===== config.mk =====
export PLATFORM = sky130hd
export DESIGN_NAME = pipeline_ctrl
export DESIGN_NICKNAME = d
export VERILOG_FILES = /design/src/rtl/pipeline_ctrl.sv
export SDC_FILE = /design/constraint.sdc
export NUM_CORES = 1
export LEC_CHECK = 0
export ABC_AREA = 1
export CAP_MARGIN = 20
export CORE_AREA = 2 2 119 121
export CTS_CLUSTER_DIAMETER = 40
export DETAILED_ROUTE_END_ITERATION = 8
export DIE_AREA = 0 0 121 123
export GPL_ROUTABILITY_DRIVEN = 0
export PLACE_DENSITY = 0.76
export SYNTH_ARGS = -nofsm -noshare
export SYNTH_HDL_FRONTEND = slang
export SYNTH_SLANG_ARGS = --single-unit

===== constraint.sdc =====
create_clock -name clk -period 3.5 [get_ports clk]
set_input_delay 0.7 -clock clk [delete_from_list [all_inputs] [get_ports clk]]
set_output_delay 0.7 -clock clk [all_outputs]
set_load 0.005 [all_outputs]

===== src/rtl/pipeline_ctrl.sv =====
// Hazard and pipeline-control unit for the five-stage core: load-use
// bubbles, branch squashes, syscall halt/resume and saturating
// performance counters.
//
// state   | meaning
// RUN     | normal operation, hazards resolved each cycle
// HALT    | pipeline frozen after a halting syscall, waiting for resume
// RELEASE | one cycle after resume; the syscall leaves EXE without re-halting
module pipeline_ctrl #(
  parameter int CNT_W = 32
) (
  input  logic             clk,
  input  logic             rst,
  input  logic [4:0]       id_rs,
  input  logic [4:0]       id_rt,
  input  logic             id_uses_rs,
  input  logic             id_uses_rt,
  input  logic             exe_is_load,
  input  logic [4:0]       exe_rd,
  input  logic             exe_branch_taken,
  input  logic             exe_syscall_halt,
  input  logic             resume,
  output logic             pc_go,
  output logic             if_id_go,
  output logic             if_id_clear,
  output logic             id_exe_go,
  output logic             id_exe_clear,
  output logic             exe_mem_go,
  output logic             mem_wb_go,
  output logic             halted,
  output logic [CNT_W-1:0] cycle_cnt,
  output logic [CNT_W-1:0] stall_cnt,
  output logic [CNT_W-1:0] flush_cnt
);

  typedef enum logic [1:0] {
    RUN     = 2'd0,
    HALT    = 2'd1,
    RELEASE = 2'd2
  } state_t;

  state_t state, state_nxt;
  logic   resume_q;
  logic   resume_rise;
  logic   lu, br, sys;
  logic   sel_br, sel_lu;

  assign lu = exe_is_load && (exe_rd != 5'd0) &&
              ((id_uses_rs && (id_rs == exe_rd)) ||
               (id_uses_rt && (id_rt == exe_rd)));
  assign br = exe_branch_taken;
  // A syscall still sitting in EXE during RELEASE must not halt again.
  assign sys = exe_syscall_halt && (state == RUN);
  assign resume_rise = resume && !resume_q;

  // Priority selection outside HALT: sys beats br, br beats lu.
  assign sel_br = (state != HALT) && !sys && br;
  assign sel_lu = (state != HALT) && !sys && !br && lu;

  // State register and resume edge detector.
  always_ff @(posedge clk or posedge rst) begin
    if (rst) begin
      state    <= RUN;
      resume_q <= 1'b0;
    end else begin
      state    <= state_nxt;
      resume_q <= resume;
    end
  end

  // Next-state logic and go/clear generation.
  always_comb begin
    state_nxt    = state;
    pc_go        = 1'b1;
    if_id_go     = 1'b1;
    if_id_clear  = 1'b0;
    id_exe_go    = 1'b1;
    id_exe_clear = 1'b0;
    exe_mem_go   = 1'b1;
    mem_wb_go    = 1'b1;
    halted       = 1'b0;
    case (state)
      HALT: begin
        pc_go      = 1'b0;
        if_id_go   = 1'b0;
        id_exe_go  = 1'b0;
        exe_mem_go = 1'b0;
        mem_wb_go  = 1'b0;
        halted     = 1'b1;
        if (resume_rise) state_nxt = RELEASE;
      end
      default: begin
        if (state == RELEASE) state_nxt = RUN;
        else if (sys)         state_nxt = HALT;
        if (sys) begin
          pc_go      = 1'b0;
          if_id_go   = 1'b0;
          id_exe_go  = 1'b0;
          exe_mem_go = 1'b0;
          mem_wb_go  = 1'b0;
        end else if (br) begin
          if_id_clear  = 1'b1;
          id_exe_clear = 1'b1;
        end else if (lu) begin
          pc_go        = 1'b0;
          if_id_go     = 1'b0;
          id_exe_clear = 1'b1;
        end
      end
    endcase
  end

  // Saturating performance counters.
  always_ff @(posedge clk or posedge rst) begin
    if (rst) begin
      cycle_cnt <= '0;
      stall_cnt <= '0;
      flush_cnt <= '0;
    end else begin
      if ((state != HALT) && (cycle_cnt != '1)) cycle_cnt <= cycle_cnt + 1'b1;
      if (sel_lu && (stall_cnt != '1))          stall_cnt <= stall_cnt + 1'b1;
      if (sel_br && (flush_cnt != '1))          flush_cnt <= flush_cnt + 1'b1;
    end
  end

endmodule


==> results of run 1 <==
-- critical path, stage by stage --
cell and delay [ps]:
sky130_fd_sc_hd__clkdlybuf4s50_1 530, sky130_fd_sc_hd__inv_1 70, sky130_fd_sc_hd__nand2_1 60, sky130_fd_sc_hd__nand2_1 50, sky130_fd_sc_hd__nor2_1 100, sky130_fd_sc_hd__nand3_1 80
sky130_fd_sc_hd__nand2_1 120, sky130_fd_sc_hd__nand2_1 60, sky130_fd_sc_hd__a21oi_1 130, sky130_fd_sc_hd__clkdlybuf4s50_1 530
-- synthesized netlist by cell type --
master / number / area, um2
sky130_fd_sc_hd__nand2_1: 476 / 1790
sky130_fd_sc_hd__o21ai_0: 27 / 135
sky130_fd_sc_hd__xnor2_1: 14 / 123
sky130_fd_sc_hd__a21oi_1: 1 / 5.00
sky130_fd_sc_hd__o22ai_1: 1 / 6.26
sky130_fd_sc_hd__xor2_1: 35 / 307
sky130_fd_sc_hd__ha_1: 6 / 75.1
sky130_fd_sc_hd__nand2_2: 5 / 31.3
sky130_fd_sc_hd__nor2_4: 1 / 11.3
sky130_fd_sc_hd__o21ai_2: 10 / 87.6
sky130_fd_sc_hd__nand3b_1: 11 / 82.6
sky130_fd_sc_hd__nor3_4: 1 / 16.3
sky130_fd_sc_hd__a22o_1: 1 / 8.76
sky130_fd_sc_hd__inv_2: 4 / 15.0
sky130_fd_sc_hd__buf_4: 7 / 52.6
sky130_fd_sc_hd__nand2_4: 1 / 11.3
sky130_fd_sc_hd__nor3_1: 29 / 145
sky130_fd_sc_hd__nand4_1: 13 / 81.3
sky130_fd_sc_hd__nor2_2: 5 / 31.3
sky130_fd_sc_hd__o21ai_1: 1 / 5.00
sky130_fd_sc_hd__nor2_1: 133 / 499
sky130_fd_sc_hd__nand3_1: 33 / 165
sky130_fd_sc_hd__nand3b_2: 1 / 11.3
sky130_fd_sc_hd__dfrtp_1: 99 / 2480
sky130_fd_sc_hd__buf_2: 9 / 45.0
sky130_fd_sc_hd__buf_6: 5 / 56.3
sky130_fd_sc_hd__inv_1: 87 / 327
sky130_fd_sc_hd__nand3_2: 4 / 40.0
-- stage by stage --
stage	utilization	cell area, um2
floorplan	-	6640
global placement	0.589	8020
detailed placement	0.589	8020
CTS	0.617	8400
global route	0.617	8400
finish	0.617	8400
-- cell type report --
type | count | area [um2]
Fill cell | 1265 | 5220
Inverter | 91 | 344
Tap cell | 180 | 225
Multi-Input combinational cell | 809 | 3670
Clock inverter | 6 | 136
Timing Repair Buffer | 132 | 1310
Sequential cell | 99 | 2480
Clock buffer | 10 | 239
-- kinds of logic after synthesis --
family                   after synthesis  synth area share
AO/OA/AOI/OAI                         41            0.0373
XOR/XNOR                              49            0.0647
adder cells (fa/ha/maj)                6            0.0113
buffers and inverters                112            0.0746
flip-flops                            99             0.373
AND/OR/NAND/NOR                      713             0.439
-- final timing paths --
path	end	slack (ps)	cells after the start
worst max-delay path	id_exe_clear	370	10
worst min-delay path	state[0]	530	2
worst max register to register	flush_cnt[24]	920	10
worst min register to register	state[0]	530	2
max in group asynchronous	flush_cnt[18]	2080	3
min in group asynchronous	cycle_cnt[2]	710	2
-- report_power, final --
part	switching [mW]	leakage (nW)	internal (mW)
registers	0.129	1.35	1.25
clock network	0.450	0.179	0.792
logic	0.562	2.22	0.419
total	1.14	3.75	2.46
-- routing by layer --
layer  part of all wire  GRT usage  up-vias  routed length (um)
met5                  0          0        -                   0
met4              0.015     0.0683        0                 258
met3              0.071     0.0369       23                1240
met2               0.47      0.404      221                8300
met1               0.44      0.324     3037                7750
li1                   -          -     3384                   -
-- sequential cells by signal, summed over array words and instances, names as in the netlist --
signal,count
cycle_cnt,32
state,2
stall_cnt,32
resume_q,1
flush_cnt,32
==> qor.log, run 1 <==
[timing] final count of hold timing violations 0
[clock_tree] Inserted Clock Buffers 9
[global_route] via count of the first global-routing pass 6,059
[timing] shortest period the worst path allows 3130 ps
[floorplan] total number of placement rows 43
[synthesis] total standard cell area after synthesis 6640 um2
[timing] Worst Clk Skew 6.93 ps
[clock_tree] insertion delay of the later-clocked pin in the worst-skew pair 350 ps
[timing] Tcrit/Tclk final 0.893
[power] leakage power total 3.75 nW
[route] per-cell via count in the routed design 5.02
[synthesis] number of instances in the synthesized netlist 1,020
[finish] final cell count without fillers 1,327
[synthesis] Avg Inst Size Synth 6.51 um2
[synthesis] Syn Nets 1,049
[timing] achievable clock frequency 320 MHz
[synthesis] sequential area share after synthesis 0.373
[floorplan] initial standard-cell utilization of the core 0.488
[clock_tree] clock-pin transition on the worst setup and hold timing paths 60 ps
[synthesis] synth warn 0
[setup_path] worst setup path category input port to output port
[timing] setup TNS after final layout 0 ps
[timing] transition time at the pin with the least slew margin 684 ps
[clock_tree] H-tree depth 3
[finish] synthesis-to-layout area growth 26.5%
[route] routed wire length per instance 13.2 um
[finish] number of nets in the finished design 1,171
[synthesis] Yosys reg bits 99
[setup_path] Setup crit end kind output port
[setup_path] Setup crit start kind input port
[global_route] global-route wire length before repair 28.8 mm
[power] final total power 3.60 mW
[global_route] remaining global-route overflow 0
[worst_hold_path] worst min-delay path category flop to flop
[floorplan] Core Area 13,600 um2
[worst_hold_path] startpoint of the worst hold path state[0]
[route] overall via count from detail_route 6,665
[power] total power per unit cell area 429 nW/um2
[timing] Setup-failing EPs final 0
[floorplan] DIE WIDTH 121 um
[route] Antenna Violating Nets Remaining 0
[clock_tree] Clock Tree Buf Depth 2
[place] cell total after placement 1,311
[timing] setup repair after global routing missed its margin no
[clock_tree] clock root buffer sky130_fd_sc_hd__clkbuf_16
[setup_path] startpoint of the most critical register-to-register path state[1]
[clock_tree] TritonCTS clock tree built
[timing] Max-slew headroom 0.543
[place] DP Worst Slack 405 ps
[timing] worst hold margin 534 ps
[finish] most frequent standard cell in the layout excluding fill and tap cells sky130_fd_sc_hd__nand2_1
[clock_tree] cells resized by post-CTS repair 0
[timing] final number of max-transition violations 0
[finish] number of inserted diodes 0
[global_route] maximum number of pins on one net before global-route repair 39
[setup_path] Worst Path Required 2800 ps
[clock_tree] number of buffers inserted for hold repair after clock tree synthesis 0
[job] Max Cap Violations 0
[floorplan] die area 14,900 um2
[setup_path] timing startpoint of the critical path exe_rd[4]
[status] run status complete, no violations
[global_route] number of antenna violations at the first check in global routing 0
[setup_path] maximum fanout count along the critical path 4
[finish] fraction of final layout cells sized beyond drive strength 1 0.0488
[finish] highest-count cells in the layout ignoring fill and taps sky130_fd_sc_hd__nand2_1, sky130_fd_sc_hd__nor2_1, sky130_fd_sc_hd__clkdlybuf4s50_1, sky130_fd_sc_hd__dfrtp_1, sky130_fd_sc_hd__inv_1
[floorplan] die outline height 123 um
[route] Starting DRT DRC Count 471
[clock_tree] TritonCTS sink count 99
[synthesis] Cell variety after synth 28
[global_route] global routing usage summed across all routing layers 0.241
[floorplan] Top-Level Pins 127
[clock_tree] # Post-CTS Setup Buffers 0
[place] estimated wirelength of the detail-placed design 13.3 mm
[route] detailed-routing iteration count for the pre-antenna-repair pass 5
[place] IO Port Bufs 126
[setup_path] arrival time at the worst endpoint 2430 ps
[route] post-detailed-routing wire length 17.5 mm
[timing] final worst setup slack 373 ps
[power] VDD IR max 0.420 mV
[route] DR DRC count 0
(Power assumes the default switching activity.)
==> run 2, diff against run 1 <==
--- a/config.mk
+++ b/config.mk
@@ -13,6 +13,7 @@
 export DIE_AREA = 0 0 121 123
 export GPL_ROUTABILITY_DRIVEN = 0
 export PLACE_DENSITY = 0.76
+export REMOVE_ABC_BUFFERS = 1
 export SYNTH_ARGS = -nofsm -noshare
 export SYNTH_HDL_FRONTEND = slang
 export SYNTH_SLANG_ARGS = --single-unit
==> run 2 against run 1 <==
Largest power group unchanged. Hold slack got worse by 4.0 ps. Sequential power is essentially flat. Clock skew increased by 2.0 ps. Core utilization is 0.35 points lower. Via count up 0.14%. Sequential share of layout area grew 0.17 points. Largest cell class unchanged. Sequential cell count stayed put. Global-route usage is 0.58 points lower. Critical path type unchanged.
==> qor.log, run 2 (synthesized netlist as in run 1, its figures left out) <==
[setup_path] Worst Path Required 2800 ps [about the same]
[global_route] number of antenna violations at the first check in global routing 0 [unchanged]
[worst_hold_path] Hold Crit Depth 2 [unchanged]
[global_route] global routing usage summed across all routing layers 0.235 [was 0.241]
[clock_tree] # Post-CTS Setup Buffers 0 [unchanged]
[route] per-cell via count in the routed design 5.03 [was 5.02]
[setup_path] maximum fanout count along the critical path 4 [unchanged]
[worst_hold_path] Worst Hold Path EP flush_cnt[24] [was state[0]]
[setup_path] arrival time at the worst endpoint 2410 ps [was 2430 ps]
[setup_path] worst setup slack for register-to-register paths 970 ps [was 920 ps]
[timing] Setup-failing EPs final 0 [unchanged]
[floorplan] DIE WIDTH 121 um [unchanged]
[finish] most frequent standard cell in the layout excluding fill and tap cells sky130_fd_sc_hd__nand2_1 [unchanged]
[worst_hold_path] worst min-delay path category flop to flop [unchanged]
[global_route] maximum number of pins on one net before global-route repair 78 [was 39]
[finish] Fillers 1,289 [was 1,265]
[place] IO Port Bufs 126 [unchanged]
[route] detailed-routing iteration count for the pre-antenna-repair pass 5 [unchanged]
[clock_tree] number of buffers inserted for hold repair after clock tree synthesis 0 [unchanged]
[route] Antenna Violating Nets Remaining 0 [unchanged]
[timing] setup TNS after final layout 0 ps [unchanged]
[power] total power per unit cell area 410 nW/um2 [was 429 nW/um2]
[route] Starting DRT DRC Count 466 [was 471]
[floorplan] initial standard-cell utilization of the core 0.488 [unchanged]
[finish] Regs by FF count cycle_cnt: 32 flops, flush_cnt: 32 flops, stall_cnt: 32 flops [unchanged]
[global_route] remaining global-route overflow 0 [unchanged]
[clock_tree] cells resized by post-CTS repair 0 [unchanged]
[timing] final number of max-transition violations 0 [unchanged]
[timing] shortest period the worst path allows 3110 ps [was 3130 ps]
[global_route] via count of the first global-routing pass 5,905 [was 6,059]
[floorplan] Top-Level Pins 127 [unchanged]
[job] Max Cap Violations 0 [unchanged]
[setup_path] worst setup path category input port to output port [unchanged]
[power] final total power 3.42 mW [was 3.60 mW]
[route] routed wire length per instance 12.9 um [was 13.2 um]
[floorplan] total number of placement rows 43 [unchanged]
[timing] final count of hold timing violations 0 [unchanged]
[setup_path] critical register-to-register path endpoint cycle_cnt[8] [was flush_cnt[24]]
[timing] transition time at the pin with the least slew margin 667 ps [was 684 ps]
[floorplan] die outline height 123 um [unchanged]
[clock_tree] clock root buffer sky130_fd_sc_hd__clkbuf_16 [unchanged]
[finish] highest-count cells in the layout ignoring fill and taps sky130_fd_sc_hd__nand2_1, sky130_fd_sc_hd__nor2_1, sky130_fd_sc_hd__clkdlybuf4s50_1, sky130_fd_sc_hd__dfrtp_1, sky130_fd_sc_hd__inv_1 [unchanged]
[finish] number of nets in the finished design 1,170 [was 1,171]
[clock_tree] clock-pin transition on the worst setup and hold timing paths 70 ps [was 60 ps]
[clock_tree] Clock Tree Buf Depth 2 [unchanged]
[power] leakage power total 3.72 nW [was 3.75 nW]
[route] DR DRC count 0 [unchanged]
[timing] Worst Clk Skew 8.90 ps [was 6.93 ps]
[clock_tree] TritonCTS sink count 99 [unchanged]
[setup_path] Setup crit end kind output port [unchanged]
[floorplan] die area 14,900 um2 [unchanged]
[worst_hold_path] startpoint of the worst hold path flush_cnt[24] [was state[0]]
[finish] number of inserted diodes 0 [unchanged]
[place] estimated wirelength of the detail-placed design 13.0 mm [was 13.3 mm]
[finish] fin util 0.613 [was 0.617]
[clock_tree] H-tree depth 3 [unchanged]
[timing] Max-slew headroom 0.555 [was 0.543]
[finish] FF+latch area 2480 um2 [unchanged]
[floorplan] Core Area 13,600 um2 [unchanged]
[clock_tree] TritonCTS clock tree built [unchanged]
[timing] Tcrit/Tclk final 0.888 [was 0.893]
[clock_tree] insertion delay of the later-clocked pin in the worst-skew pair 340 ps [was 350 ps]
[global_route] global-route wire length before repair 27.9 mm [was 28.8 mm]
[route] post-detailed-routing wire length 17.2 mm [was 17.5 mm]
[timing] setup repair after global routing missed its margin no [unchanged]
[status] run status complete, no violations [unchanged]
[power] VDD IR max 0.242 mV [was 0.420 mV]
[route] overall via count from detail_route 6,674 [was 6,665]
[setup_path] startpoint of the most critical register-to-register path cycle_cnt[0] [was state[1]]
[setup_path] path depth of the worst reg2reg path 10 [unchanged]
[finish] multi-input combinational cell area 3670 um2 [unchanged]
[timing] achievable clock frequency 322 MHz [was 320 MHz]
[clock_tree] Inserted Clock Buffers 9 [unchanged]
[finish] synthesis-to-layout area growth 25.8% [was 26.5%]
[setup_path] Setup crit start kind input port [unchanged]
[finish] fraction of final layout cells sized beyond drive strength 1 0.0462 [was 0.0488]
==> run 2: cell count changes in the layout (fill, tap and decap cells not counted), sizes merged <==
cell and delta:
clkinv +1, bufinv -2, buf -1, clkbuf +1
==> run 2: critical path, stage by stage <==
cell                              delay, ps
sky130_fd_sc_hd__clkdlybuf4s50_1        540
sky130_fd_sc_hd__inv_1                   70
sky130_fd_sc_hd__nand2_1                 60
sky130_fd_sc_hd__nand2_1                 50
sky130_fd_sc_hd__nor2_1                 110
sky130_fd_sc_hd__nand3_1                 80
sky130_fd_sc_hd__nand2_1                120
sky130_fd_sc_hd__nand2_1                 60
sky130_fd_sc_hd__a21oi_1                120
sky130_fd_sc_hd__clkdlybuf4s50_1        510
==> run 2: where the power goes <==
group / switching (mW) / total [mW] / internal [mW]
combinational: 0.562 / 0.992 / 0.430
clock: 0.435 / 1.06 / 0.625
sequential: 0.124 / 1.37 / 1.25
total: 1.12 / 3.42 / 2.30
==> run 2: worst max-delay path by stage <==
stage	from	to	slack [ps]	cells past startpoint
after detailed placement	exe_rd[0]	id_exe_clear	390	10
final	exe_rd[0]	id_exe_clear	390	10
after CTS	exe_rd[0]	id_exe_clear	400	10
after global placement	exe_rd[0]	id_exe_clear	430	10
after floorplan	rst	cycle_cnt[0]	210	1
after global routing	exe_rd[3]	pc_go	240	11
==> run 2: per-stage QoR <==
stage	setup slack (ps)	cell area, um2	hold WS, ps	instances
after detailed placement	392	8040	517	1310
after floorplan	210	6480	481	999
after CTS	397	8350	540	1326
after global routing	241	8350	552	1326
final	391	8350	530	1326
after global placement	433	8040	505	1310
==> run 2: cell type report <==
cell class                 instances  share of cell area
multi-input combinational        809               0.439
sequential                        99               0.297
timing repair buffer             131               0.159
inverter                          91              0.0412
clock buffer                      11              0.0279
tap                              180              0.0270
clock inverter                     5             0.00929
==> run 2: metal layers <==
layer	up-vias	wire length, um	track usage
li1	3385	-	-
met1	3058	7790	0.316
met2	198	8100	0.393
met3	33	879	0.0244
met4	0	399	0.0879
met5	-	0	0
==> run 3, diff against run 2 <==
--- a/config.mk
+++ b/config.mk
@@ -6,7 +6,6 @@
 export NUM_CORES = 1
 export LEC_CHECK = 0
 export ABC_AREA = 1
-export CAP_MARGIN = 20
 export CORE_AREA = 2 2 119 121
 export CTS_CLUSTER_DIAMETER = 40
 export DETAILED_ROUTE_END_ITERATION = 8
@@ -14,6 +13,7 @@
 export GPL_ROUTABILITY_DRIVEN = 0
 export PLACE_DENSITY = 0.76
 export REMOVE_ABC_BUFFERS = 1
+export SLEW_MARGIN = 20
 export SYNTH_ARGS = -nofsm -noshare
 export SYNTH_HDL_FRONTEND = slang
 export SYNTH_SLANG_ARGS = --single-unit
==> results of run 3 <==
Final layout, timing and power as in run 2 (identical DEF).
